File: config.mk
export PLATFORM = sky130hd
export DESIGN_NAME = extensor_inmediato
export DESIGN_NICKNAME = d
export VERILOG_FILES = /design/src/rtl/extensor_inmediato.sv
export SDC_FILE = /design/constraint.sdc
export NUM_CORES = 1
export LEC_CHECK = 0
export ABC_AREA = 1
export CAP_MARGIN = 20
export CORE_MARGIN = 3
export CORE_UTILIZATION = 37
export CTS_CLUSTER_DIAMETER = 40
export DETAILED_ROUTE_END_ITERATION = 8
export PLACE_DENSITY = 0.71
export SLEW_MARGIN = 0
export SYNTH_ARGS = -nofsm -noshare
export SYNTH_HDL_FRONTEND = slang
export SYNTH_SLANG_ARGS = --single-unit
File: constraint.sdc
create_clock -name i_clk -period 1.65 [get_ports i_clk]
set_clock_uncertainty 0.05 [all_clocks]
set_input_delay 0.495 -clock i_clk [delete_from_list [all_inputs] [get_ports i_clk]]
set_output_delay 0.495 -clock i_clk [all_outputs]
set_load 0.005 [all_outputs]
File: src/rtl/extensor_inmediato.sv
// Immediate generator for the ID stage: six extension modes, illegal-mode flag, 2-entry skid buffer.
// Latency: 1 cycle from accept to o_valid; 1 entry/cycle throughput while i_ready=1.
// Backpressure: o_ready comes straight from the skid-valid flop; at most 2 entries held, FIFO order.
// Optional build macro EXTENSOR_BRANCH_TARGET_EN: mode 011 yields PC+4 + offset instead of the bare offset.
module extensor_inmediato #(
    parameter int IMM_NBITS  = 26,
    parameter int HALF_NBITS = 16,
    parameter int DATA_NBITS = 32
) (
    input  logic                  i_clk,
    input  logic                  i_rst_n,
    input  logic                  i_valid,
    output logic                  o_ready,
    input  logic [IMM_NBITS-1:0]  i_id_inmediate,
    input  logic [2:0]            i_extension_mode,
    input  logic [DATA_NBITS-1:0] i_pc_plus4,
    input  logic                  i_flush,
    output logic                  o_valid,
    input  logic                  i_ready,
    output logic [DATA_NBITS-1:0] o_extensionresult,
    output logic                  o_illegal
);

    localparam logic [2:0] MODE_SEXT   = 3'b000;
    localparam logic [2:0] MODE_ZEXT   = 3'b001;
    localparam logic [2:0] MODE_LUI    = 3'b010;
    localparam logic [2:0] MODE_BRANCH = 3'b011;
    localparam logic [2:0] MODE_JUMP   = 3'b100;
    localparam logic [2:0] MODE_SHAMT  = 3'b101;

    // Bit 0 = OUT holds an entry, bit 1 = SKID holds an entry.
    typedef enum logic [1:0] {
        ST_EMPTY = 2'b00,
        ST_ONE   = 2'b01,
        ST_FULL  = 2'b11
    } state_e;

    state_e                  state_q, state_d;
    logic [DATA_NBITS-1:0]   out_dat_q, out_dat_d;
    logic                    out_ill_q, out_ill_d;
    logic [DATA_NBITS-1:0]   skid_dat_q, skid_dat_d;
    logic                    skid_ill_q, skid_ill_d;

    logic [HALF_NBITS-1:0]   imm_half;
    logic [DATA_NBITS-1:0]   sext_imm;
    logic [DATA_NBITS-1:0]   branch_off;
    logic [DATA_NBITS-1:0]   lui_val;
    logic [DATA_NBITS-1:0]   jump_val;
    logic [DATA_NBITS-1:0]   shamt_val;
    logic [DATA_NBITS-1:0]   branch_val;
    logic [DATA_NBITS-1:0]   dec_res;
    logic                    dec_ill;
    logic                    accept;
    logic                    xfer;

    assign imm_half   = i_id_inmediate[HALF_NBITS-1:0];
    assign sext_imm   = {{(DATA_NBITS-HALF_NBITS){imm_half[HALF_NBITS-1]}}, imm_half};
    assign branch_off = sext_imm << 2;
    // Shifting the sign-extended value puts imm at [31:16] and replicates bit 31 above it.
    assign lui_val    = sext_imm << (32 - HALF_NBITS);
    assign jump_val   = {i_pc_plus4[DATA_NBITS-1:28], i_id_inmediate[25:0], 2'b00};
    assign shamt_val  = {{(DATA_NBITS-5){1'b0}}, i_id_inmediate[10:6]};

`ifdef EXTENSOR_BRANCH_TARGET_EN
    assign branch_val = i_pc_plus4 + branch_off;
`else
    assign branch_val = branch_off;
    // Only the upper PC bits feed the jump target when the branch adder is absent.
    logic unused_pc_low;
    assign unused_pc_low = ^i_pc_plus4[27:0];
`endif

    // Mode decode ahead of the output register; illegal modes saturate to all ones.
    always_comb begin
        dec_res = '1;
        dec_ill = 1'b0;
        case (i_extension_mode)
            MODE_SEXT:   dec_res = sext_imm;
            MODE_ZEXT:   dec_res = {{(DATA_NBITS-HALF_NBITS){1'b0}}, imm_half};
            MODE_LUI:    dec_res = lui_val;
            MODE_BRANCH: dec_res = branch_val;
            MODE_JUMP:   dec_res = jump_val;
            MODE_SHAMT:  dec_res = shamt_val;
            default: begin
                dec_res = '1;
                dec_ill = 1'b1;
            end
        endcase
    end

    // Handshake signals come straight from the state flops, no combinational ready path.
    assign o_valid           = state_q[0];
    assign o_ready           = ~state_q[1];
    assign o_extensionresult = out_dat_q;
    assign o_illegal         = out_ill_q;

    assign accept = i_valid & o_ready;
    assign xfer   = o_valid & i_ready;

    // Skid-buffer next state: flush wins, otherwise load OUT/SKID according to accept and transfer.
    always_comb begin
        state_d    = state_q;
        out_dat_d  = out_dat_q;
        out_ill_d  = out_ill_q;
        skid_dat_d = skid_dat_q;
        skid_ill_d = skid_ill_q;
        if (i_flush) begin
            state_d = ST_EMPTY;
        end else begin
            case (state_q)
                ST_EMPTY: begin
                    if (accept) begin
                        state_d   = ST_ONE;
                        out_dat_d = dec_res;
                        out_ill_d = dec_ill;
                    end
                end
                ST_ONE: begin
                    if (accept && xfer) begin
                        out_dat_d = dec_res;
                        out_ill_d = dec_ill;
                    end else if (accept) begin
                        state_d    = ST_FULL;
                        skid_dat_d = dec_res;
                        skid_ill_d = dec_ill;
                    end else if (xfer) begin
                        state_d = ST_EMPTY;
                    end
                end
                ST_FULL: begin
                    if (xfer) begin
                        state_d   = ST_ONE;
                        out_dat_d = skid_dat_q;
                        out_ill_d = skid_ill_q;
                    end
                end
                default: state_d = ST_EMPTY;
            endcase
        end
    end

    // State and data registers; reset discards every buffered entry at once.
    always_ff @(posedge i_clk or negedge i_rst_n) begin
        if (!i_rst_n) begin
            state_q    <= ST_EMPTY;
            out_dat_q  <= '0;
            out_ill_q  <= 1'b0;
            skid_dat_q <= '0;
            skid_ill_q <= 1'b0;
        end else begin
            state_q    <= state_d;
            out_dat_q  <= out_dat_d;
            out_ill_q  <= out_ill_d;
            skid_dat_q <= skid_dat_d;
            skid_ill_q <= skid_ill_d;
        end
    end

endmodule

# Word level (Yosys, flattened, before mapping)
# Index checks and enable logic that the tools add are counted.
# word_totals
ff_bits,68
input_bits,66
out_inout_bits,35
# classes
n_eq_ne,14
n_mux,17
bitwise_logic,5
n_reduce_logical,8
# ops
operator,n
32-bit one-hot mux with 6 select lines,1
32-bit 2-to-1 mux,3
32-bit one-hot mux with 3 select lines,1
2-bit 2-to-1 mux,6
"3-bit != test, second input constant",3
4-bit AND reduction,2
"3-bit by 2-bit equality test with 1-bit output, second input constant",2
"3-bit equality test, second input constant",2
"2-bit != test, second input constant",3
2-bit one-hot mux with 3 select lines,1
6-bit OR reduction,1
5-bit AND reduction,1
1-bit 2-to-1 mux,4
"4-bit != test, second input constant",1
"3-bit by 1-bit equality test with 1-bit output, second input constant",1
3-bit zero test,1
1-bit NOT,3
1-bit one-hot mux with 3 select lines,1
3-bit nonzero test,1
1-bit bitwise AND,2
"2-bit by 1-bit equality test with 1-bit output, second input constant",1
"2-bit equality test, second input constant",1
2-bit zero test,1
1-bit logical AND,1

# Logic depth before layout (Yosys ltp)
# Gate-level depths: netlist (run 1).
# depth
depth_word,6
mapped_depth,10
depth_no_buf,9

# Least setup slack after synthesis (run 1)
# OpenSTA, ideal clock, no wires.
# synth_timing
path_kind,register to register
start,reg state_q[0]
end,reg out_ill_q (netlist: o_illegal)
setup_ps,134
t_arrival_ps,1407
path_slack_ps,59
path_stages_with_launch,10
synth_period_minus_slack_ps,1591
cell_sequence,dfrtp_1 -> inv_1 -> ha_1 -> nor2_1 -> nand2_1 -> inv_1 -> nand3_2 -> clkbuf_1 -> nand2_1 -> o21ai_0
# synth_via
elab_chain_cells,4
# synth_rtl
item,line,text
"start, declared",38,"state_e state_q, state_d;"
"start signal, assigned",151,state_q <= state_d;
1-bit bitwise AND,98,assign xfer = o_valid & i_ready;
1-bit logical AND,119,if (accept && xfer) begin
2-bit != test (no source line),-,
5-bit AND reduction (no source line),-,
"end signal, assigned",153,out_ill_q <= out_ill_d;
"end, declared",40,"logic out_ill_q, out_ill_d;"
# Parallel ways exist; a longest one is shown, timed or not.
# A chain may end at the register's enable or synchronous reset.

# Worst setup path after layout (run 1)
# layout_timing
start,reg state_q[1]
end,reg out_dat_q[17] (netlist: o_extensionresult[17])
# layout_via
elab_chain_cells,5
# layout_rtl
item,line,text
1-bit NOT,93,assign o_ready = ~state_q[1];
1-bit bitwise AND,97,assign accept = i_valid & o_ready;
1-bit logical AND,119,
2-bit != test (no source line),-,
5-bit AND reduction (no source line),-,
"end signal, assigned",152,out_dat_q <= out_dat_d;
"end, declared",39,"logic [DATA_NBITS-1:0] out_dat_q, out_dat_d;"
# Parallel ways exist; a longest one is shown, timed or not.

==> results of run 1 <==
==> what timing repair did <==
| action | 4_1_cts | 5_1_grt |
|---|---|---|
| resized for setup | 107 | 88 |
| buffers inserted | 21 | 5 |
| gates cloned | 8 | 6 |
| endpoints found under the setup margin | 101 | 67 |
| pin swaps | 16 | 28 |
==> worst max-delay path: stages (launching register included) <==
cell	delay (ps)
dfrtp_2	430
buf_6	140
ha_4	160
nor2_4	100
nand2_2	60
inv_2	60
nand3_4	130
buf_6	160
buf_12	140
nor2_2	80
nand2_1	80
nand2_1	60
==> power by group through the flow <==
stage	sequential, W	combinational [W]	clock, W
after floorplan	0.00282	0.00136	0
after global placement	0.00282	0.00270	0
after detailed placement	0.00285	0.00277	0
after CTS	0.00281	0.00359	0.00165
after global routing	0.00294	0.00427	0.00175
final	0.00285	0.00389	0.00163
==> metrics by stage <==
step / cell area, µm² / cells / setup WS (ps) / hold WS [ps]
global route: 6013 / 820 / -105.2 / 131.4
CTS: 5720 / 814 / -116.9 / 126.7
global placement: 4926 / 769 / -373.5 / 406.1
finish: 6013 / 820 / -63.07 / 116.6
detailed placement: 4926 / 769 / -434.6 / 414.5
floorplan: 3902 / 565 / 59.32 / 149.4
==> worst min path at each step <==
stage / slack, ps / to / startpoint / cells past startpoint
floorplan: 150 / o_extensionresult[0] / i_rst_n / 0
global placement: 410 / skid_dat_q[31] / skid_dat_q[31] / 2
detailed placement: 410 / o_extensionresult[19] / o_extensionresult[19] / 2
CTS: 130 / o_extensionresult[24] / i_rst_n / 2
global route: 130 / o_extensionresult[29] / i_rst_n / 2
finish: 120 / o_extensionresult[24] / i_rst_n / 2
==> layout make-up <==
| cell class | count | area, µm² |
|---|---|---|
| fillers | 864 | 3986 |
| multi-input cells | 420 | 2217 |
| flip-flops and latches | 68 | 1704 |
| repair buffers | 137 | 1498 |
| inverters | 46 | 192.7 |
| well taps | 133 | 166.4 |
| clock buffers | 12 | 165.2 |
| clock inverters | 4 | 70.07 |
==> flip-flops by register name (all words and copies together), names as in the netlist <==
name / count
skid_ill_q: 1
o_extensionresult: 32
state_q: 2
o_illegal: 1
skid_dat_q: 32
==> routing by layer <==
| metal | part of all wire [%] | wire length (µm) |
|---|---|---|
| met4 | 2.4 | 316 |
| met2 | 48 | 6382 |
| met3 | 9.2 | 1217 |
| met1 | 40 | 5341 |
| met5 | 0 | 0 |
==> cell families after synthesis <==
group                    count (synthesis)  share of synthesized area [%]
buffers and inverters                   78                          9.073
flip-flops                              68                          43.60
AO/OA/AOI/OAI                           44                          5.643
AND/OR/NAND/NOR                        371                          40.40
adder cells (fa/ha/maj)                  4                          1.283
==> layout by cell type (no fill, tap or decap), types with 19 or more instances in the layout <==
master	instances
buf_4	35
clkdlybuf4s50_1	33
dfrtp_1	66
dlygate4sd2_1	35
inv_1	36
nand2_1	184
nand2_2	29
nand3_1	65
nand4_1	19
nor2_1	27
o21ai_1	22
==> flow_summary.yaml, run 1 <==
outcome:
  status: "finished with violations"
  violations: "negative setup slack"
synthesis:
  ys_seq_area_share_pct: 43.60
  synth_edf_count: 0
  synth_top_cells_by_count: "nand2_1, nand3_1, dfrtp_1"
  synth_area_leaders: "dfrtp_1, nand2_1, nand3_1"
  netlist.area_leader.share_pct: 43.60
  syn_inst: 565
  yosys.area.top_type: "dfrtp_1"
  avgSynthCellArea_um2: 6.907
  synthArstFlopShare_pct: 100.0
  mappedNetlistArea_um2: 3902
  synthDistinctLibCells: 23
  ys.flop_type: "dfrtp_1"
  synth-seq-cells: 68
  post-synth-top-count-cell: "nand2_1"
  yosysWarnings: 0
  syn_nets: 635
floorplanning:
  die_y_um: 108.7
  core_area_um2: 10000
  ios: 101
  rows: 36
  die_x_um: 108.7
  initial_core_util_pct: 39.03
  dieArea_um2: 11820
power_and_ir_drop:
  pwr_density_cell_nw_per_um2: 1392
  p_sw_w: 0.002998
  p_sw_share_pct: 35.82
  p_leak_nw: 3.141
  clkPwrFrac_pct: 19.5
  internal_power_w: 0.005370
  seqPwrFrac_pct: 34.1
  total_power_w: 0.008368
  vdd_drop_max_mv: 0.6082
  power_frac_comb_pct: 46.5
worst_setup_path:
  end_kind: "flop"
  r2r_slack_ps: -60
  cp_max_fo: 6
  crit_path_start: "state_q[1]"
  rr_startpoint: "state_q[1]"
  crit_type: "reg -> reg"
  critPathArrivalTime_ps: 1960
  cp-start-kind: "flop"
  reg2reg_depth: 11
  reg2reg_to: "o_extensionresult[17]"
  critPathCapture: "o_extensionresult[17]"
  cp_data_required_time_ps: 1890
cts:
  htreeDepth: 3
  ctsHoldBuffers: 0
  cts.path.max_buffers: 2
  clkLatencyLatePin_ps: 350
  cts_tree: "built"
  clk_pin_slew_worst_paths_ps: 80
  cts-root-buf: "clkbuf_8"
  numCtsBuffers: 9
  clock_sinks: 68
timing:
  rsz0062_at_grt: "true"
  fin_setup_tns_ps: -1091
  fin_ws_ps: -63.07
  hold_viol: 0
  setup_viol: 40
  max_slew_margin_pct: 75.04
  final.min_clock_period_ps: 1713
  maxSlewViolCount: 0
  fmaxAchievable_ghz: 0.5837
  worst_pin_slew_ps: 374.3
  fin_crit_sh_pct: 103.8
final_layout:
  drive_gt1_share_pct: 25.47
  syn_to_final_growth_pct: 54.09
  layout.nets: 752
  num_antenna_cells: 0
  final_util_pct: 60.14
flow_run:
  maxCapViolCount: 0
global_routing:
  grtUsageTotal_pct: 21.64
  global_route.usage.met3_pct: 5.329
  grt_max_degree: 69
  grt_remaining_overflow: 0
  grt_antenna_before_repair: 0
  use_met1_pct: 27.82
  globalRouteMet2Util_pct: 36.32
  grt_pass1_vias: 4081
  grt-busiest-layer: "met2"
  grt_pass1_wl_mm: 20.04
hold_path:
  hold_class: "in -> async"
route:
  antenna_left: 0
  drt_wl_total_mm: 13.26
  viasPerCell: 5.298
  drt-initial-drc-count: 347
  drt-pass1-iter-count: 5
  drc: 0
  post_drt_wl_per_cell_um: 16.17
  route.vias.total: 4344
placement:
  hpwl_mm: 7.543
  port_buffers: 72
  place_congestion: 0.8448
No activity file was read; power rests on OpenSTA's default activity.
==> inputs of run 2 (changes only) <==
CTS_CLUSTER_SIZE = 25   (was default)
PLACE_DENSITY = 0.64   (was 0.71)
clock period = 1.79 ns   (was 1.65 ns; I/O delays follow)
==> run 2 against run 1 <==
Net effect:
- the run now ends clean
- sequential power is 10% lower
- wire length decreased by 15%
- power is 21% lower
- core utilization shrank 6.5 points
- clock power is 13% lower
==> flow_summary.yaml, run 2 (same netlist as run 1, synthesis figures left out) <==
outcome:
  status: "complete, no violations"
placement:
  place_ws_ps: -272.4
  port_buffers: 72
  place_congestion: 0.8485
  hpwl_mm: 7.830
route:
  route.met2.wl_mm: 5.266
  viasPerCell: 5.021
  drt-initial-drc-count: 267
  antenna_left: 0
  top_layer: "met4"
  drt_wl_total_mm: 11.30
  drt-pass1-iter-count: 4
  wl_met3_um: 771
  post_drt_wl_per_cell_um: 14.13
  wl_met1_mm: 5.119
  route.vias.total: 4017
  drc: 0
floorplanning:
  rows: 36
  core_area_um2: 10000
  die_x_um: 108.7
  initial_core_util_pct: 39.03
  dieArea_um2: 11820
  ios: 101
  die_y_um: 108.7
final_layout:
  layout.cells.most_common: "nand2_1"
  layout.nets: 732
  num_antenna_cells: 0
  layout_common_cells: "nand2_1, nand3_1, dfrtp_1"
  final_util_pct: 53.60
  drive_gt1_share_pct: 13.04
  syn_to_final_growth_pct: 37.35
worst_setup_path:
  reg2reg_to: "o_extensionresult[4]"
  path_cells: "buf_4 > inv_1 > ha_1 > nor2_2 > nand2_1 > inv_2 > nand3_4 > buf_6 > nor2_1 > nand2_1 > nand2_1"
  cpPeakStageDelay_ps: 360
  cp_data_required_time_ps: 2010
  crit_type: "reg -> reg"
  critPathArrivalTime_ps: 1950
  crit_family: "simple AND/OR/NAND/NOR gates"
  cp_max_fo: 17
  cp_slowest_cell: "dfrtp_2"
  cp_num_buf_inv: 4
  cp-start-kind: "flop"
  rr_startpoint: "state_q[0]"
  r2r_slack_ps: 70
  end_kind: "flop"
  crit_top_cell: "nand2_1"
  reg2reg_depth: 11
global_routing:
  grt_remaining_overflow: 0
  grtUsageTotal_pct: 19.94
  grt_pass1_vias: 3955
  grt_antenna_before_repair: 0
  grt_pass1_wl_mm: 18.78
  grt_max_degree: 69
cts:
  clkLatencyLatePin_ps: 340
  clk_pin_slew_worst_paths_ps: 80
  ctsHoldBuffers: 0
  cts.path.max_buffers: 2
  cts_tree: "built"
  clock_sinks: 68
  cts-root-buf: "clkbuf_8"
  numCtsBuffers: 9
  htreeDepth: 3
timing:
  maxSlewViolCount: 0
  hold_viol: 0
  setup_viol: 0
  worst_hold_slack_ps: 152.7
  fin_setup_tns_ps: 0
  rsz0062_at_grt: "true"
  fin_ws_ps: 65.15
  final.min_clock_period_ps: 1725
  worst_pin_slew_ps: 377.1
  fin_crit_sh_pct: 96.36
  max_slew_margin_pct: 74.86
  fmaxAchievable_ghz: 0.5798
power_and_ir_drop:
  pwr_density_cell_nw_per_um2: 1236
  vdd_drop_max_mv: 0.4948
  p_leak_nw: 3.051
hold_path:
  hold_class: "in -> async"
flow_run:
  maxCapViolCount: 0
run 2: cell types whose count changed in the layout (fill, tap and decap cells not counted), sizes merged:
cell           before  now
clkinv              4    2
inv                44   45
clkbuf             16   13
clkdlybuf4s50      33   35
buf                63   46
dlygate4sd2        35   19
nand2             223  222
dlymetal6s2s        2   17
clkinvlp            0    1
run 2: power breakdown:
| part | switching (W) | leakage (nW) | internal [W] | total (W) |
|---|---|---|---|---|
| clock | 0.000596 | 0.107 | 0.000823 | 0.00142 |
| combinational | 0.00134 | 2.09 | 0.00131 | 0.00265 |
| sequential | 0.000313 | 0.854 | 0.00224 | 0.00256 |
run 2: per-layer routing:
metal  vias to the layer above  track usage (%)
met2                       146            32.13
met1                      1867            27.35
li1                       1988                -
met4                         0            5.230
met3                        16            4.144
met5                         -                0
run 2: area by class of cell:
type / instances / area [µm²]
clock buffers: 12 / 145.1
fillers: 989 / 4639
multi-input cells: 419 / 1874
inverters: 46 / 177.7
well taps: 133 / 166.4
flip-flops and latches: 68 / 1703
repair buffers: 118 / 1221
clock inverters: 4 / 72.57
run 2: timing repair:
action | CTS | global route
gates resized for setup | 20 | 39
hold endpoints to repair | 0 | 0
pin swaps | 0 | 1
cloned | 0 | 1
setup buffers | 7 | 4
endpoints found under the setup margin | 23 | 78
run 2: stage by stage:
stage | cell area (µm²) | total power [W] | std cells
final | 5360 | 0.006627 | 800
after global routing | 5360 | 0.007170 | 800
after CTS | 5221 | 0.006609 | 795
after detailed placement | 4974 | 0.005209 | 772
after global placement | 4974 | 0.005118 | 772
after floorplan | 3902 | 0.003845 | 565
run 2: how the worst max path moves through the flow:
stage                                     start                    end  slack, ps  depth (start not counted)
final                                state_q[0]   o_extensionresult[4]         70                         11
after CTS                 o_extensionresult[20]  o_extensionresult[20]          1                          1
after global placement      i_extension_mode[0]   o_extensionresult[2]       -270                          9
after detailed placement    i_extension_mode[2]         skid_dat_q[20]       -270                          9
after global routing                 state_q[0]   o_extensionresult[4]        -50                         11
after floorplan                      state_q[0]              o_illegal        200                          9
==> inputs of run 3 (changes only) <==
CORE_ASPECT_RATIO = 0.8   (was default)
==> run 3 against run 2 <==
Net effect:
- sequential share of layout area shrank 1.5 points
- largest cell class unchanged
- die area is essentially flat
- hold slack gained 16 ps
- first-iteration DRC count grew 11%
- core utilization grew 2.8 points
- non-clock buffer count grew 7
- wire length grew 3.6%
- sequential power is essentially flat
==> flow_summary.yaml, run 3 (same netlist as run 1, synthesis figures left out) <==
global_routing:
  grt_remaining_overflow: 0
  grt_pass1_vias: 3769
  grtUsageTotal_pct: 19.37
  grt_pass1_wl_mm: 18.64
  grt-busiest-layer: "met2"
  grt_antenna_before_repair: 1
  global_route.usage.met3_pct: 4.632
  use_met1_pct: 27.60
  grt_max_degree: 69
  globalRouteMet2Util_pct: 29.16
worst_setup_path:
  r2r_slack_ps: 90
  cp_slowest_cell: "clkdlybuf4s50_1"
  critPathArrivalTime_ps: 1180
  cp_num_buf_inv: 1
  crit_type: "reg -> out"
  path_cells: "clkdlybuf4s50_1"
  reg2reg_to: "o_extensionresult[20]"
  cp_max_fo: 2
  reg2reg_depth: 10
  end_kind: "output pin"
  crit_cells: 1
  critPathCapture: "o_extensionresult[5]"
  cp_data_required_time_ps: 1200
  cpPeakStageDelay_ps: 500
  rr_startpoint: "state_q[0]"
  crit_path_start: "o_extensionresult[5]"
  crit_family: "buffers and inverters"
  cp-start-kind: "flop"
route:
  drt-initial-drc-count: 297
  route.vias.total: 4069
  drc: 0
  post_drt_wl_per_cell_um: 14.42
  drt-pass1-iter-count: 5
  antenna_left: 0
  viasPerCell: 5.011
  drt_wl_total_mm: 11.71
cts:
  ctsHoldBuffers: 0
  cts_tree: "built"
  clock_sinks: 68
  clkLatencyLatePin_ps: 330
  numCtsBuffers: 9
  cts-root-buf: "clkbuf_16"
  htreeDepth: 3
  clk_pin_slew_worst_paths_ps: 50
  cts.path.max_buffers: 2
timing:
  fmaxAchievable_ghz: 0.5656
  worst_pin_slew_ps: 364.4
  fin_setup_tns_ps: 0
  final.min_clock_period_ps: 1768
  rsz0062_at_grt: "true"
  fin_crit_sh_pct: 98.78
  setup_viol: 0
  maxSlewViolCount: 0
  max_slew_margin_pct: 75.71
  hold_viol: 0
final_layout:
  layout.cells.most_common: "nand2_1"
  drive_gt1_share_pct: 14.96
  final_util_pct: 56.41
  layout_common_cells: "nand2_1, nand3_1, dfrtp_1"
  layout.nets: 740
  syn_to_final_growth_pct: 44.12
floorplanning:
  ios: 101
  dieArea_um2: 11820
  die_x_um: 120.8
  core_area_um2: 9970
  rows: 32
  initial_core_util_pct: 39.14
  die_y_um: 97.86
placement:
  place_congestion: 0.8811
  port_buffers: 72
  hpwl_mm: 7.651
flow_run:
  maxCapViolCount: 0
power_and_ir_drop:
  pwr_density_cell_nw_per_um2: 1302
  p_leak_nw: 3.137
  vdd_drop_max_mv: 0.5070
hold_path:
  hold_class: "in -> async"
outcome:
  status: "complete, no violations"
[run 3: changes by cell type in the layout (fill, tap and decap cells not counted), sizes merged]
cell | before | now
dlygate4sd2 | 19 | 10
clkinv | 2 | 3
buf | 46 | 50
diode | 0 | 1
clkbuf | 13 | 14
clkdlybuf4s50 | 35 | 44
clkinvlp | 1 | 2
nand2 | 222 | 223
[run 3: worst min path at each step]
stage                         startpoint                    end  slack [ps]  depth (start not counted)
after floorplan                  i_rst_n   o_extensionresult[0]         190                          0
after global placement    skid_dat_q[31]         skid_dat_q[31]         410                          2
after detailed placement  skid_dat_q[31]         skid_dat_q[31]         410                          2
after CTS                        i_rst_n  o_extensionresult[11]         200                          2
after global routing             i_rst_n             state_q[0]         210                          2
final                            i_rst_n             state_q[0]         170                          2
[run 3: layout make-up]
class / count / area (µm²)
Fill cell: 902 / 4345
Multi-Input combinational cell: 420 / 1911
Sequential cell: 68 / 1704
Timing Repair Buffer: 125 / 1344
Clock buffer: 10 / 229.0
Inverter: 46 / 175.2
Tap cell: 136 / 170.2
Clock inverter: 6 / 88.84
Antenna cell: 1 / 2.502
[run 3: through the flow]
| stage | hold slack, ps | area, µm² | setup slack, ps | power [W] | cells |
|---|---|---|---|---|---|
| 6_report | 168.5 | 5624 | 21.85 | 0.007324 | 812 |
| 4_1_cts | 195.8 | 5278 | 2.745 | 0.007046 | 791 |
| 5_1_grt | 206.0 | 5624 | -48.03 | 0.007873 | 812 |
| 3_5_place_dp | 413.1 | 4942 | -362.2 | 0.005147 | 772 |
| 2_1_floorplan | 191.4 | 3902 | 199.3 | 0.003845 | 565 |
| 3_3_place_gp | 407.1 | 4942 | -368.1 | 0.005087 | 772 |
[run 3: where the power goes]
part	switching (W)	total [W]	internal [W]
combinational	0.00140	0.00286	0.00146
sequential	0.000324	0.00257	0.00225
clock	0.000672	0.00189	0.00122
total	0.00239	0.00732	0.00493
[run 3: metal layers]
metal | vias to the layer above | share of wire, %
met2 | 163 | 46
met1 | 1886 | 46
met3 | 14 | 7.0
li1 | 2006 | -
met4 | 0 | 1.4
met5 | - | 0
[run 3: timing repair]
item                                    CTS  global route
cloned                                    0             5
endpoints found under the setup margin   16            79
pin swaps                                 0             9
endpoints found under the hold margin     0             0
buffers inserted                          3            15
gates resized for setup                  13            46
